$ cat src/rtl/uart_tx_arbiter_if.sv
// ============================================================================
// uart_tx_arbiter_if : requester/transmitter handshake bundle for uart_tx_arbiter
// Optional req_lock present when UART_ARB_LOCK_EN is defined.
// Revision: 1.0
// ============================================================================
`default_nettype none

interface uart_tx_arbiter_if #(
    parameter int N_REQ = 4
);
    logic [N_REQ-1:0]   req;
    logic [8*N_REQ-1:0] req_data;
`ifdef UART_ARB_LOCK_EN
    logic [N_REQ-1:0]   req_lock;
`endif
    logic [N_REQ-1:0]   ack;
    logic [N_REQ-1:0]   done;
    logic               busy;
    logic               err;
    logic               uart_wrreq;
    logic [7:0]         uart_wdata;
    logic               uart_rdy;

`ifdef UART_ARB_LOCK_EN
    modport master (input req, req_data, req_lock, uart_rdy,
                    output ack, done, busy, err, uart_wrreq, uart_wdata);
    modport slave  (output req, req_data, req_lock, uart_rdy,
                    input ack, done, busy, err, uart_wrreq, uart_wdata);
`else
    modport master (input req, req_data, uart_rdy,
                    output ack, done, busy, err, uart_wrreq, uart_wdata);
    modport slave  (output req, req_data, uart_rdy,
                    input ack, done, busy, err, uart_wrreq, uart_wdata);
`endif
endinterface

`default_nettype wire

$ cat src/rtl/uart_tx_arbiter.sv
// ============================================================================
// uart_tx_arbiter : round-robin sharing of one uart_tx among N_REQ producers
// Optional grant locking enabled by macro UART_ARB_LOCK_EN.
// Revision: 1.0
// ============================================================================
`default_nettype none

module uart_tx_arbiter #(
    parameter int N_REQ   = 4,
    parameter int TIMEOUT = 16
) (
    input  wire logic          clk,
    input  wire logic          nrst,
    uart_tx_arbiter_if.master  bus
);
    localparam int PW = $clog2(N_REQ);
    localparam int CW = $clog2(TIMEOUT + 1);

    typedef enum logic [1:0] {
        S_IDLE       = 2'd0,
        S_WAIT_START = 2'd1,
        S_WAIT_DONE  = 2'd2
    } state_t;

    state_t             r_state;
    logic [PW-1:0]      r_owner;
    logic [PW-1:0]      r_last;
    logic [CW-1:0]      r_cnt;
    logic [N_REQ-1:0]   r_ack;
    logic [N_REQ-1:0]   r_done;
    logic               r_busy;
    logic               r_err;
    logic               r_wrreq;
    logic [7:0]         r_wdata;

    logic [7:0]         w_bytes [N_REQ];
    logic               w_rr_found;
    logic [PW-1:0]      w_rr_idx;
    logic [PW-1:0]      w_scan_idx;
    logic [PW-1:0]      w_winner;

    for (genvar i = 0; i < N_REQ; i++) begin : g_bytes
        assign w_bytes[i] = bus.req_data[8*i +: 8];
    end

    // First pending requester after the last one served, wrapping around.
    always_comb begin
        w_rr_found = 1'b0;
        w_rr_idx   = r_last;
        w_scan_idx = r_last;
        for (int k = 1; k <= N_REQ; k++) begin
            w_scan_idx = PW'((int'(r_last) + k) % N_REQ);
            if (!w_rr_found && bus.req[w_scan_idx]) begin
                w_rr_found = 1'b1;
                w_rr_idx   = w_scan_idx;
            end
        end
    end

`ifdef UART_ARB_LOCK_EN
    logic r_lock;
    logic w_lock_hit;
    assign w_lock_hit = r_lock && bus.req[r_owner];
    assign w_winner   = w_lock_hit ? r_owner : w_rr_idx;
`else
    assign w_winner   = w_rr_idx;
`endif

    always_ff @(posedge clk) begin
        if (!nrst) begin
            r_state <= S_IDLE;
            r_owner <= '0;
            r_last  <= PW'(N_REQ - 1);
            r_cnt   <= '0;
            r_ack   <= '0;
            r_done  <= '0;
            r_busy  <= 1'b0;
            r_err   <= 1'b0;
            r_wrreq <= 1'b0;
            r_wdata <= 8'h00;
`ifdef UART_ARB_LOCK_EN
            r_lock  <= 1'b0;
`endif
        end else begin
            r_ack   <= '0;
            r_done  <= '0;
            r_err   <= 1'b0;
            r_wrreq <= 1'b0;
            case (r_state)
                S_IDLE: begin
`ifdef UART_ARB_LOCK_EN
                    if (r_lock && !bus.req[r_owner]) begin
                        r_lock <= 1'b0;
                    end
`endif
                    // uart_rdy gating also covers a transmitter still busy after reset
                    if (bus.uart_rdy && (|bus.req)) begin
                        r_owner <= w_winner;
                        r_wdata <= w_bytes[w_winner];
                        r_wrreq <= 1'b1;
                        r_ack   <= N_REQ'(1) << w_winner;
                        r_cnt   <= '0;
                        r_busy  <= 1'b1;
                        r_state <= S_WAIT_START;
                    end
                end
                S_WAIT_START: begin
`ifdef UART_ARB_LOCK_EN
                    if (r_wrreq) begin
                        r_lock <= bus.req_lock[r_owner];
                    end
`endif
                    if (!bus.uart_rdy) begin
                        r_cnt   <= '0;
                        r_state <= S_WAIT_DONE;
                    end else if (r_cnt == CW'(TIMEOUT - 1)) begin
                        r_err   <= 1'b1;
                        r_last  <= r_owner;
                        r_cnt   <= '0;
                        r_busy  <= 1'b0;
                        r_state <= S_IDLE;
`ifdef UART_ARB_LOCK_EN
                        r_lock  <= 1'b0;
`endif
                    end else begin
                        r_cnt <= r_cnt + 1'b1;
                    end
                end
                S_WAIT_DONE: begin
                    if (bus.uart_rdy) begin
                        r_done  <= N_REQ'(1) << r_owner;
                        r_last  <= r_owner;
                        r_busy  <= 1'b0;
                        r_state <= S_IDLE;
                    end
                end
                default: begin
                    r_busy  <= 1'b0;
                    r_state <= S_IDLE;
                end
            endcase
        end
    end

    assign bus.ack        = r_ack;
    assign bus.done       = r_done;
    assign bus.busy       = r_busy;
    assign bus.err        = r_err;
    assign bus.uart_wrreq = r_wrreq;
    assign bus.uart_wdata = r_wdata;

endmodule

`default_nettype wire

$ cat src/flat_wrapper.sv
// flat-port wrapper written by rule: the top's interface ports become plain ports
module uart_tx_arbiter_flat 
#(
    parameter int N_REQ   = 4,
    parameter int TIMEOUT = 16
)
  (clk, nrst, bus_req, bus_req_data, bus_uart_rdy, bus_ack, bus_done, bus_busy, bus_err, bus_uart_wrreq, bus_uart_wdata);
  uart_tx_arbiter_if #(.N_REQ(N_REQ)) bus_i ();
  input  wire logic clk;
  input  wire logic nrst;
  input wire logic [$bits(bus_i.req)-1:0] bus_req;
  input wire logic [$bits(bus_i.req_data)-1:0] bus_req_data;
  input wire logic [$bits(bus_i.uart_rdy)-1:0] bus_uart_rdy;
  output wire logic [$bits(bus_i.ack)-1:0] bus_ack;
  output wire logic [$bits(bus_i.done)-1:0] bus_done;
  output wire logic [$bits(bus_i.busy)-1:0] bus_busy;
  output wire logic [$bits(bus_i.err)-1:0] bus_err;
  output wire logic [$bits(bus_i.uart_wrreq)-1:0] bus_uart_wrreq;
  output wire logic [$bits(bus_i.uart_wdata)-1:0] bus_uart_wdata;
  assign bus_i.req = bus_req;
  assign bus_i.req_data = bus_req_data;
  assign bus_i.uart_rdy = bus_uart_rdy;
  assign bus_ack = bus_i.ack;
  assign bus_done = bus_i.done;
  assign bus_busy = bus_i.busy;
  assign bus_err = bus_i.err;
  assign bus_uart_wrreq = bus_i.uart_wrreq;
  assign bus_uart_wdata = bus_i.uart_wdata;
  uart_tx_arbiter #(.N_REQ(N_REQ), .TIMEOUT(TIMEOUT)) u_core (.clk(clk), .nrst(nrst), .bus(bus_i));
endmodule
$ cat config.mk
export PLATFORM = sky130hd
export DESIGN_NAME = uart_tx_arbiter_flat
export DESIGN_NICKNAME = d
export VERILOG_FILES = /design/src/rtl/uart_tx_arbiter_if.sv /design/src/rtl/uart_tx_arbiter.sv /design/src/flat_wrapper.sv
export SDC_FILE = /design/constraint.sdc
export NUM_CORES = 1
export LEC_CHECK = 0
export ABC_AREA = 0
export CAP_MARGIN = 20
export CORE_MARGIN = 2
export CORE_UTILIZATION = 35
export DETAILED_ROUTE_END_ITERATION = 12
export GPL_ROUTABILITY_DRIVEN = 0
export PLACE_DENSITY = 0.66
export SLEW_MARGIN = 10
export SYNTH_ARGS = -nofsm -noshare
export SYNTH_HDL_FRONTEND = slang
export SYNTH_SLANG_ARGS = --single-unit
$ cat constraint.sdc
create_clock -name clk -period 2.18 [get_ports clk]
set_clock_uncertainty 0.15 [all_clocks]
set_input_delay 0.218 -clock clk [delete_from_list [all_inputs] [get_ports clk]]
set_output_delay 0.218 -clock clk [all_outputs]
set_load 0.005 [all_outputs]
Word level (Yosys, flattened, before mapping). Cells that the tools add are included.

Bitwise gates (word level): 1. Equal/unequal tests: 8. $lt $le $gt $ge: 5. Muxes and demuxes: 38. Shift operators: 2. Reductions and logical operators: 20. $add $sub $neg: 5.

Operators by type and width (number): 2-to-1 mux 2 bit (11); binary-select mux 8 bit (select 2 bit) (1); 2-to-1 mux 8 bit (2); 2-to-1 mux 5 bit (3); 2-to-1 mux 1 bit (13); less-than comparator 2 x 3 -> 1 bit (second input constant) (4); AND reduction 3 bit (4); one-hot mux 5 bit (2 select lines) (1); binary-select mux 1 bit (select 2 bit) (4); AND reduction 4 bit (2); left shift 1 x 2 -> 4 bit (first input constant) (2); one-hot mux 2 bit (3 select lines) (1); AND reduction 2 bit (3); adder 5 x 1 -> 5 bit (second input constant) (1); equality test 5 x 4 -> 1 bit (second input constant) (1); adder 2 x 1 -> 2 bit (second input constant) (2); adder 2 bit (second input constant) (2); logical AND 1 bit (4); inequality test 2 x 1 -> 1 bit (second input constant) (2); inequality test 2 bit (second input constant) (2); one-hot mux 2 bit (2 select lines) (1); nonzero test 2 bit (2); OR reduction 4 bit (1); greater-or-equal comparator 3 bit (second input constant) (1); 7 further kinds (9).

Register bits after elaboration: 30. Input bits: 39.

Longest topological paths before layout. Gate-level depths: netlist of the first run.

Word-level depth: 17. Depth in mapped cells: 6.

Worst setup path before layout of the first run. Ideal clock, no wire load.

Path kind: register to register. Start point: reg u_core.r_last[0]. End point: reg u_core.r_wdata[7], in the netlist u_core.bus.uart_wdata[7]. Data required time: 1909 ps. Arrival time: 1312 ps. Setup time: 121 ps. Cell stages (with the launch flop): 7. Slack: 597 ps. Clock period less this slack: 1583 ps. Buffers on the path: 1. Path through: dfxtp_1 nand2b_1 o211ai_2 buf_2 and3_1 a211oi_2 o31ai_2.

Word-level cells in the longest chain between the ends: 17. Elaborated cells on any way between the ends: 29.

Ends and longest elaborated chain: start: declaration (RTL line uart_tx_arbiter.sv:27) `logic [PW-1:0] r_last;`; start signal: assignment (RTL line uart_tx_arbiter.sv:73) `r_last <= PW'(N_REQ - 1);`; start signal: assignment (RTL line uart_tx_arbiter.sv:118) `r_last <= r_owner;`; start signal: assignment (RTL line uart_tx_arbiter.sv:132) `r_last <= r_owner;`; adder 2 x 1 -> 2 bit (RTL line uart_tx_arbiter.sv:52) `w_scan_idx = PW'((int'(r_last) + k) % N_REQ);`; binary-select mux 1 bit (select 2 bit) (RTL line uart_tx_arbiter.sv:53) `if (!w_rr_found && bus.req[w_scan_idx]) begin`; 2-to-1 mux 1 bit (not written as such) (RTL line uart_tx_arbiter.sv:53); 2-to-1 mux 1 bit (RTL line uart_tx_arbiter.sv:53); zero test 1 bit (RTL line uart_tx_arbiter.sv:53); logical AND 1 bit (RTL line uart_tx_arbiter.sv:53); 2-to-1 mux 1 bit (RTL line uart_tx_arbiter.sv:53); zero test 1 bit (RTL line uart_tx_arbiter.sv:53); logical AND 1 bit (RTL line uart_tx_arbiter.sv:53); 2-to-1 mux 1 bit (RTL line uart_tx_arbiter.sv:53); zero test 1 bit (RTL line uart_tx_arbiter.sv:53); logical AND 1 bit (RTL line uart_tx_arbiter.sv:53); 2-to-1 mux 2 bit (*) (RTL line uart_tx_arbiter.sv:53); NOT 2 -> 3 bit (not written as such) (*) (RTL line uart_tx_arbiter.sv:99) `r_wdata <= w_bytes[w_winner];`; binary-select mux 8 bit (select 2 bit) (*) (RTL line uart_tx_arbiter.sv:99); 2-to-1 mux 8 bit (not written as such) (*) (2 in series) (RTL line uart_tx_arbiter.sv:99); end signal: assignment (RTL line uart_tx_arbiter.sv:99); end: declaration (RTL line uart_tx_arbiter.sv:34) `logic [7:0] r_wdata;`.

Every way passes the cells marked *; elsewhere a longest branch is shown, timed or not. The select of a mux whose other input is x is not followed. A chain may end at the register's enable or synchronous reset.

Worst setup path after layout of the first run.
Start point: in bus_req[3]. End point: reg u_core.r_wdata[1], in the netlist u_core.bus.uart_wdata[1].

Word-level cells in the longest chain between the ends: 16. Elaborated cells on any way between the ends: 28.

Ends and longest elaborated chain: start: declaration (RTL line flat_wrapper.sv:11) `input wire logic [$bits(bus_i.req)-1:0] bus_req;`; binary-select mux 1 bit (select 2 bit) (RTL line uart_tx_arbiter.sv:53); 2-to-1 mux 1 bit (not written as such) (RTL line uart_tx_arbiter.sv:53); 2-to-1 mux 1 bit (RTL line uart_tx_arbiter.sv:53); zero test 1 bit (RTL line uart_tx_arbiter.sv:53); logical AND 1 bit (RTL line uart_tx_arbiter.sv:53); 2-to-1 mux 1 bit (RTL line uart_tx_arbiter.sv:53); zero test 1 bit (RTL line uart_tx_arbiter.sv:53); logical AND 1 bit (RTL line uart_tx_arbiter.sv:53); 2-to-1 mux 1 bit (RTL line uart_tx_arbiter.sv:53); zero test 1 bit (RTL line uart_tx_arbiter.sv:53); logical AND 1 bit (RTL line uart_tx_arbiter.sv:53); 2-to-1 mux 2 bit (RTL line uart_tx_arbiter.sv:53); NOT 2 -> 3 bit (not written as such) (RTL line uart_tx_arbiter.sv:99); binary-select mux 8 bit (select 2 bit) (RTL line uart_tx_arbiter.sv:99); 2-to-1 mux 8 bit (not written as such) (2 in series) (RTL line uart_tx_arbiter.sv:99).

Parallel ways exist; a longest one is shown, timed or not. The select of a mux whose other input is x is not followed.

==> metrics, run 1 <==
CTS tree=built; asr flop ratio synth=0%; vias=~1,500; Worst-Skew Late Latency=between 0.2 and 0.3 ns; gr usage total=17.6%; Layout fillers=~370; Initial Util=37.0%; dominant synthesized flop cell=dfxtp_1; post-DR vias/cell=between 5 and 6; post_cts resized=0; max_slew headroom=71.5%; post-route setup slack=~0.33 ns; full die area=between 0.004 and 0.005 mm2; Finish-stage setup viols=0; Fin. Hold Viols=0; register area share after synthesis=roughly 40%; dpl ws=0.0329 ns; antenna violations before repair=0; DR WL/cell=14.8 um; Iteration-0 DRC Markers=55; Worst EP required=between 2 and 2.5 ns; core area=roughly 0.004 mm2; Remaining DRCs=0; fin crit period=1.85 ns; PD cells=605 mW/mm2; overall die width=69.5 um; commonest non-fill, non-tap cells in the layout=clkdlybuf4s50_1, dfxtp_1, and3_1; critical path class=in2reg; commonest non-fill, non-tap cell in the layout=clkdlybuf4s50_1; Routed WL=between 4 and 5 mm; gr ovfl total=0; Seq cells post-synth=30; CTS H-tree lvls=2; Final HPWL DP=~3 mm; First-pass DRT Iterations=5; worst-path fanout max=18; antenna viol nets, final=0; # nets final=around 270; R2R Setup Slk=around 0.4 ns; Sum Neg Setup Slack=0 ns; max-slew violations=0; Post-synth EDFFs=0; Reg clk slew, reported paths=roughly 0.060 ns; mapped cell area=about 0.0015 mm2; Slew @ Worst Pin=between 0.4 and 0.5 ns; MaxCap Viol Count=0; synthesized area per cell=roughly 9.1 um2; Ys Warns=0; num rows=23; Root Buffer=clkbuf_8; crit path DAT=1.87 ns; peak supply drop=0.285 mV; post-cts hold buffer count=0; Post CTS Setup Buffer Count=0; post-synth cell types=46; syn_nets=between 200 and 250; Fmax=roughly 540 MHz; Startpoint Class=input pin; CTS Sinks=30; status=complete, no violations; number of global-route vias before repair=about 1,500; first-pass GRT wire length=between 6 and 7 mm; Longest Clk Path Bufs=2; largest net degree at the start of global routing=20; HP Class=reg2reg; ant diodes=0; Ports=58; hold slack=0.305 ns; Syn Inst Count=between 150 and 200; P&R area growth vs syn=47.8%; Critical Path Sink Type=register; TritonCTS Buffers=5; # port buffers=57; Lkg Pwr=about 0.00089 uW; RSZ-0062 raised after global routing=false; share of cells above drive strength 1=about 12%; Die Span Y=around 69 um; Final Cycle Share=84.8%
## kinds of logic (layout without fill, tap and decap cells)
kind of cell / count (synthesis) / count (layout) / synth area share, %
AND/OR/NAND/NOR: 68 / 68 / 25.3
adder cells (fa/ha/maj): 1 / 1 / 0.833
flip-flops: 30 / 30 / 40.0
AO/OA/AOI/OAI: 48 / 48 / 26.2
buffers and inverters: 16 / 77 / 6.33
multiplexers: 1 / 1 / 0.667
XOR/XNOR: 1 / 1 / 0.583
## Yosys cell counts, types with 2 or more instances
library cell	count	area, um2
a211oi_2	3	37.5
a211oi_1	13	97.6
nand2_1	7	26.3
clkbuf_1	2	7.51
o31ai_1	6	45.0
and3_1	17	106
a21oi_1	4	20.0
nor2b_1	4	25.0
buf_4	3	22.5
a21o_1	2	15.0
dfxtp_1	30	601
inv_1	4	15.0
nor2_1	9	33.8
buf_2	5	25.0
nand3_1	11	55.1
nor3_1	4	20.0
o21ai_0	5	25.0
and2_1	2	12.5
nor4_1	3	18.8
o211ai_1	2	15.0
nand2b_1	3	18.8
o31ai_2	2	25.0
## critical path: stages
cell,delay [ns]
clkdlybuf4s50_1,0.49
or2_0,0.28
a21o_4,0.29
and3_1,0.18
a211oi_1,0.29
o31ai_2,0.10
## metal layers
layer  vias up  track usage (%)  routed length, um
met5         -                0                  0
met4         0             7.41                 63
met3         5             4.22                221
met2        40             30.8               2120
met1       689             20.3               1670
li1        735                -                  -
## report_power, final
| part | switching (uW) | internal, uW |
|---|---|---|
| clock network | 201 | 254 |
| registers | 22.6 | 577 |
| logic | 120 | 167 |
| total | 344 | 998 |
## sequential cells by signal (all words and copies together), names as in the netlist
| register | count |
|---|---|
| u_core.bus.ack | 4 |
| u_core.bus.busy | 1 |
| u_core.bus.done | 4 |
| u_core.bus.err | 1 |
| u_core.bus.uart_wdata | 8 |
| u_core.bus.uart_wrreq | 1 |
| u_core.r_cnt | 5 |
| u_core.r_last | 2 |
| u_core.r_owner | 2 |
| u_core.r_state | 2 |
## cell type report
| type | count | area (um2) | share of cell area [%] |
|---|---|---|---|
| inverter | 4 | 15.0 | 0.677 |
| clock buffer | 7 | 86.3 | 3.89 |
| timing repair buffer | 65 | 643 | 29.0 |
| sequential | 30 | 601 | 27.1 |
| clock inverter | 1 | 5.00 | 0.226 |
| tap | 50 | 62.6 | 2.82 |
| multi-input combinational | 119 | 806 | 36.3 |
## final timing paths
path | start | end | cells after the start
worst max-delay path | bus_req[3] | u_core.bus.uart_wdata[1] | 6
worst max register to register | u_core.r_last[0] | u_core.bus.uart_wdata[1] | 6
worst min register to register | u_core.r_owner[1] | u_core.bus.done[1] | 1
worst min-delay path | u_core.r_owner[1] | u_core.bus.done[1] | 1
## through the flow
| stage | area [um2] | util, % | cells | total power, uW |
|---|---|---|---|---|
| 3_3_place_gp | 2130 | 52.4 | 268 | 891 |
| 5_1_grt | 2220 | 54.7 | 276 | 1400 |
| 3_5_place_dp | 2130 | 52.4 | 268 | 899 |
| 6_report | 2220 | 54.7 | 276 | 1340 |
| 2_1_floorplan | 1500 | - | 165 | 746 |
| 4_1_cts | 2220 | 54.7 | 276 | 1350 |
Note: power is estimated with default switching activity, not from simulation.
==> run 2, diff against run 1 <==
==> constraint.sdc (replaced) <==
create_clock -name clk -period 1.8 [get_ports clk]
set_clock_uncertainty 0.15 [all_clocks]
set_input_delay 0.18 -clock clk [delete_from_list [all_inputs] [get_ports clk]]
set_output_delay 0.18 -clock clk [all_outputs]
set_load 0.005 [all_outputs]
==> run 2 against run 1 <==
  * Sequential power grew 20%
  * First-iteration DRC count up 45%
  * Global-route usage is 0.16 points higher
  * Count of clock-buffer cells in the layout unchanged
  * Largest cell class unchanged
==> metrics, run 2 (synthesis gave the netlist of run 1 again) <==
ant diodes=0 (unchanged); Layout fillers=350 (was 371); Fin. Hold Viols=0 (unchanged); Finish-stage setup viols=0 (unchanged); crit-path cells=clkdlybuf4s50_1 > nand2b_1 > a21oi_1 > a221o_1 > buf_12 > a211oi_1 > o31ai_1 (was clkdlybuf4s50_1 > or2_0 > a21o_4 > and3_1 > a211oi_1 > o31ai_2); Sum Neg Setup Slack=0 ns (unchanged); register area=602 um2 (was 601 um2); Worst-Skew Late Latency=0.28 ns (about the same); crit path DAT=1.73 ns (was 1.87 ns); # port buffers=57 (unchanged); TritonCTS Buffers=5 (unchanged); P&R area growth vs syn=54.9% (was 47.8%); Longest Clk Path Bufs=2 (unchanged); CP max stage delay=0.54 ns (was 0.49 ns); Fmax=roughly 580 MHz; antenna viol nets, final=0 (unchanged); Ports=58 (unchanged); vias=1,493 (was 1,469); Internal=1230 uW (was 998 uW); critical path class=in2reg (unchanged); CTS tree=built (unchanged); full die area=0.00483 mm2 (unchanged); max_slew headroom=76.7% (was 71.5%); WHS Endpoint=u_core.bus.done[1] (unchanged); antenna violations before repair=0 (unchanged); Startpoint Class=input pin (unchanged); R2R Setup Slk=0.12 ns (was 0.39 ns); worst-path fanout max=10 (was 18); Switch Pwr=421 uW (was 344 uW); Final Cycle Share=~95%; share of cells above drive strength 1=15.2% (was 11.5%); HP Class=reg2reg (unchanged); core area=0.00406 mm2 (unchanged); post_cts resized=0 (unchanged); Switching Share=25.4% (was 25.6%); CTS Sinks=30 (unchanged); gr usage total=17.7% (was 17.6%); num rows=23 (unchanged); Post CTS Setup Buffer Count=0 (unchanged); Reg clk slew, reported paths=0.06 ns (about the same); fin crit period=~1.7 ns; Remaining DRCs=0 (unchanged); Routed WL=4.10 mm (was 4.07 mm); commonest non-fill, non-tap cells in the layout=clkdlybuf4s50_1, dfxtp_1, and3_1 (unchanged); max-slew violations=0 (unchanged); Tot Pwr=1660 uW (was 1340 uW); post-DR vias/cell=5.31 (was 5.32); Iteration-0 DRC Markers=80 (was 55); peak supply drop=0.298 mV (was 0.285 mV); number of global-route vias before repair=1,513 (was 1,510); clock share of power=33.1% (was 33.9%); reg2reg start=u_core.r_last[0] (unchanged); Initial Util=37.0% (unchanged); MaxCap Viol Count=0 (unchanged); post-cts hold buffer count=0 (unchanged); fin util=57.3% (was 54.7%); Lkg Pwr=0.000963 uW (was 0.000890 uW); status=complete, no violations (unchanged); overall die width=69.5 um (unchanged); Top delay family on crit path=compound AO/OA/AOI/OAI gates (unchanged); Hold Path Stages=1 (unchanged); r2r endpoint=u_core.bus.uart_wdata[3] (was u_core.bus.uart_wdata[1]); Worst EP required=1.81 ns (was 2.20 ns); # nets final=270 (was 265); gr ovfl total=0 (unchanged); Die Span Y=69.5 um (unchanged); DR WL/cell=14.6 um (was 14.8 um); largest net degree at the start of global routing=20 (unchanged); sequential share of power=43.6% (was 44.7%); PD cells=712 mW/mm2 (was 605 mW/mm2); R2R cell count=6 (unchanged); First-pass DRT Iterations=4 (was 5); RSZ-0062 raised after global routing=false (unchanged); area of the multi-input gates=842 um2 (was 806 um2); hold path start=u_core.r_owner[1] (unchanged); CP bufs+invs=2 (was 1); Critical Path Sink Type=register (unchanged); slowest cell on the critical path=clkdlybuf4s50_1 (unchanged); Slew @ Worst Pin=0.349 ns (was 0.423 ns); Comb pwr share=23.3% (was 21.4%); CTS H-tree lvls=2 (unchanged); Final HPWL DP=3.13 mm (was 3.09 mm); Root Buffer=clkbuf_8 (unchanged); Largest register FFs=8 (unchanged); first-pass GRT wire length=6.92 mm (was 6.80 mm); commonest non-fill, non-tap cell in the layout=clkdlybuf4s50_1 (unchanged)
[run 2: area by class of cell]
| type | count | area share [%] |
|---|---|---|
| clock inverter | 1 | 0.215 |
| multi-input combinational | 119 | 36.2 |
| timing repair buffer | 70 | 30.7 |
| inverter | 4 | 0.646 |
| sequential | 30 | 25.9 |
| tap | 50 | 2.69 |
| clock buffer | 7 | 3.71 |
[run 2: per-stage QoR]
| stage | hold WS, ns | std cells | setup slack [ns] | instance area [um2] |
|---|---|---|---|---|
| after floorplan | 0.193 | 165 | 0.217 | 1500 |
| after global placement | 0.296 | 273 | -0.164 | 2190 |
| after detailed placement | 0.289 | 273 | -0.215 | 2190 |
| after CTS | 0.299 | 281 | 0.0265 | 2280 |
| after global routing | 0.338 | 281 | 0.00784 | 2330 |
| final | 0.296 | 281 | 0.0825 | 2330 |
[run 2: worst max path at each step]
| stage | startpoint | endpoint | slack (ns) | depth (start not counted) |
|---|---|---|---|---|
| floorplan | u_core.r_last[0] | u_core.bus.uart_wdata[7] | 0.22 | 6 |
| global placement | bus_req[3] | u_core.bus.uart_wdata[3] | -0.16 | 6 |
| detailed placement | bus_req[3] | u_core.bus.uart_wdata[6] | -0.21 | 6 |
| CTS | u_core.r_cnt[0] | u_core.r_last[0] | 0.03 | 6 |
| global route | u_core.r_last[0] | u_core.bus.uart_wdata[5] | 0.008 | 6 |
| finish | bus_req[2] | u_core.bus.uart_wdata[3] | 0.08 | 7 |
[run 2: power by group through the flow]
stage          sequential, uW  clock, uW  combinational (uW)
2_1_floorplan             733          0                 171
3_3_place_gp              735          0                 371
3_5_place_dp              737          0                 378
4_1_cts                   722        560                 380
5_1_grt                   727        597                 417
6_report                  722        548                 385
[run 2: layer usage]
| metal | up-vias | global-route usage [%] | wire length (um) |
|---|---|---|---|
| met5 | - | 0 | 0 |
| met4 | 0 | 7.63 | 105 |
| met3 | 9 | 4.65 | 199 |
| li1 | 742 | - | - |
| met2 | 41 | 30.3 | 2120 |
| met1 | 701 | 20.8 | 1670 |
==> run 3, diff against run 2 <==
--- a/config.mk
+++ b/config.mk
@@ -8,10 +8,10 @@
 export ABC_AREA = 0
 export CAP_MARGIN = 20
 export CORE_MARGIN = 2
-export CORE_UTILIZATION = 35
+export CORE_UTILIZATION = 40
 export DETAILED_ROUTE_END_ITERATION = 12
 export GPL_ROUTABILITY_DRIVEN = 0
-export PLACE_DENSITY = 0.66
+export PLACE_DENSITY = 0.74
 export SLEW_MARGIN = 10
 export SYNTH_ARGS = -nofsm -noshare
 export SYNTH_HDL_FRONTEND = slang
==> run 3 against run 2 <==
  * Die area decreased by 12%
  * Routed wire length up 2.4%
  * Highest routed layer unchanged
  * Critical path depth fell by 1
  * Critical path type unchanged
==> metrics, run 3 (synthesis gave the netlist of run 1 again) <==
final instance area=0.00232 mm2 (was 0.00233 mm2); max_slew headroom=75.5% (was 76.7%); post-DR vias/cell=5.34 (was 5.31); Ports=58 (unchanged); # nets final=270 (unchanged); WHS Endpoint=u_core.bus.done[1] (unchanged); Longest Clk Path Bufs=2 (unchanged); antenna viol nets, final=0 (unchanged); Final Cycle Share=95.0% (was 95.4%); fin crit period=1.71 ns (was 1.72 ns); DR WL/cell=15.0 um (was 14.6 um); CTS Sinks=30 (unchanged); r2r endpoint=u_core.bus.uart_wdata[2] (was u_core.bus.uart_wdata[3]); share of cells above drive strength 1=17.7% (was 15.2%); area of the multi-input gates=862 um2 (was 842 um2); Worst-Skew Late Latency=0.28 ns (about the same); Remaining DRCs=0 (unchanged); commonest non-fill, non-tap cells in the layout=clkdlybuf4s50_1, dfxtp_1, and3_1 (unchanged); full die area=0.00426 mm2 (was 0.00483 mm2); HP Class=reg2reg (unchanged); core area=0.00363 mm2 (was 0.00406 mm2); PD cells=720 mW/mm2 (was 712 mW/mm2); Lkg Pwr=0.000941 uW (was 0.000963 uW); Fmax=585 MHz (was 582 MHz); commonest non-fill, non-tap cell in the layout=clkdlybuf4s50_1 (unchanged); ant diodes=0 (unchanged); Initial Util=41.3% (was 37.0%); DP Area=0.00215 mm2 (was 0.00219 mm2); first-pass GRT wire length=6.17 mm (was 6.92 mm); Iteration-0 DRC Markers=72 (was 80); Critical Path Sink Type=register (unchanged); vias=1,490 (was 1,493); CTS H-tree lvls=2 (unchanged); R2R cell count=6 (unchanged); # port buffers=57 (unchanged); met2 Usage GRT=33.5% (was 30.3%); Slew @ Worst Pin=0.366 ns (was 0.349 ns); Post CTS Setup Buffer Count=0 (unchanged); largest net degree at the start of global routing=20 (unchanged); Hold Path Stages=1 (unchanged); Die Span Y=65.3 um (was 69.5 um); number of global-route vias before repair=1,437 (was 1,513); Fin. Hold Viols=0 (unchanged); Finish-stage setup viols=0 (unchanged); Sum Neg Setup Slack=0 ns (unchanged); Root Buffer=clkbuf_8 (unchanged); crit path DAT=1.73 ns (about the same); Worst EP required=1.82 ns (was 1.81 ns); status=complete, no violations (unchanged); global route hottest layer=met2 (unchanged); RSZ-0062 raised after global routing=false (unchanged); worst-path fanout max=18 (was 10); Largest register FFs=8 (unchanged); P&R area growth vs syn=54.6% (was 54.9%); MaxCap Viol Count=0 (unchanged); post_cts resized=0 (unchanged); GRT met3 Usage=3.60% (was 4.65%); critical path class=in2reg (unchanged); register area=606 um2 (was 602 um2); reg2reg start=u_core.r_last[0] (unchanged); Routed WL=4.20 mm (was 4.10 mm); max-slew violations=0 (unchanged); hold path start=u_core.r_owner[1] (unchanged); Reg clk slew, reported paths=0.07 ns (was 0.06 ns); worst setup path start=bus_req[2] (unchanged); Layout fillers=322 (was 350); Startpoint Class=input pin (unchanged); antenna violations before repair=0 (unchanged); gr ovfl total=0 (unchanged); met1 usage=21.1% (was 20.8%); post-cts hold buffer count=0 (unchanged); TritonCTS Buffers=5 (unchanged); CTS tree=built (unchanged); First-pass DRT Iterations=4 (unchanged); R2R Setup Slk=0.10 ns (was 0.12 ns); gr usage total=18.7% (was 17.7%); peak supply drop=0.463 mV (was 0.298 mV); overall die width=65.3 um (was 69.5 um); num rows=22 (was 23)
==> run 3: cell types whose count changed in the layout (fill, tap and decap cells not counted), moves of 2 or more <==
cell,change
buf_12,-2
a211oi_2,+2
a211oi_1,-2
buf_6,+2
clkdlybuf4s50_1,+2
dlymetal6s2s_1,-2
==> run 3: stage by stage <==
stage / total power (uW) / cells / util (%) / hold WS (ns) / setup WS, ns
2_1_floorplan: 903 / 165 / - / 0.193 / 0.217
3_3_place_gp: 1090 / 270 / 59.3 / 0.292 / -0.163
3_5_place_dp: 1090 / 270 / 59.3 / 0.284 / -0.263
4_1_cts: 1660 / 278 / 61.9 / 0.298 / 0.0321
5_1_grt: 1750 / 279 / 63.9 / 0.319 / 0.000208
6_report: 1670 / 279 / 63.9 / 0.300 / 0.0903
==> run 3: power breakdown <==
| group | internal, uW | switching (uW) | leakage, uW |
|---|---|---|---|
| clock network | 307 | 262 | 0.0000472 |
| registers | 698 | 25.9 | 0.000244 |
| logic | 220 | 160 | 0.000650 |
==> run 3: layer usage <==
metal	part of all wire [%]	wire, um
met2	51	2140
met1	43	1800
met5	0	0
met3	4.8	202
met4	1.2	51
==> run 3: layout make-up <==
class                           count  share of cell area, %
Multi-Input combinational cell    120                   37.1
Timing Repair Buffer               69                   29.4
Sequential cell                    30                   26.1
Clock buffer                        6                   3.56
Tap cell                           48                   2.59
Inverter                            4                  0.647
Clock inverter                      2                  0.539
==> run 3: critical path, stage by stage <==
cell	delay [ns]
clkdlybuf4s50_1	0.47
or2_0	0.24
a21o_4	0.29
and3_1	0.18
a211oi_1	0.25
o31ai_1	0.11
==> run 3: worst max path at each step <==
stage / cells past startpoint / to
2_1_floorplan: 6 / u_core.bus.uart_wdata[7]
3_3_place_gp: 6 / u_core.bus.uart_wdata[0]
3_5_place_dp: 6 / u_core.bus.uart_wdata[2]
4_1_cts: 5 / u_core.bus.uart_wdata[3]
5_1_grt: 6 / u_core.bus.uart_wdata[6]
6_report: 6 / u_core.bus.uart_wdata[2]
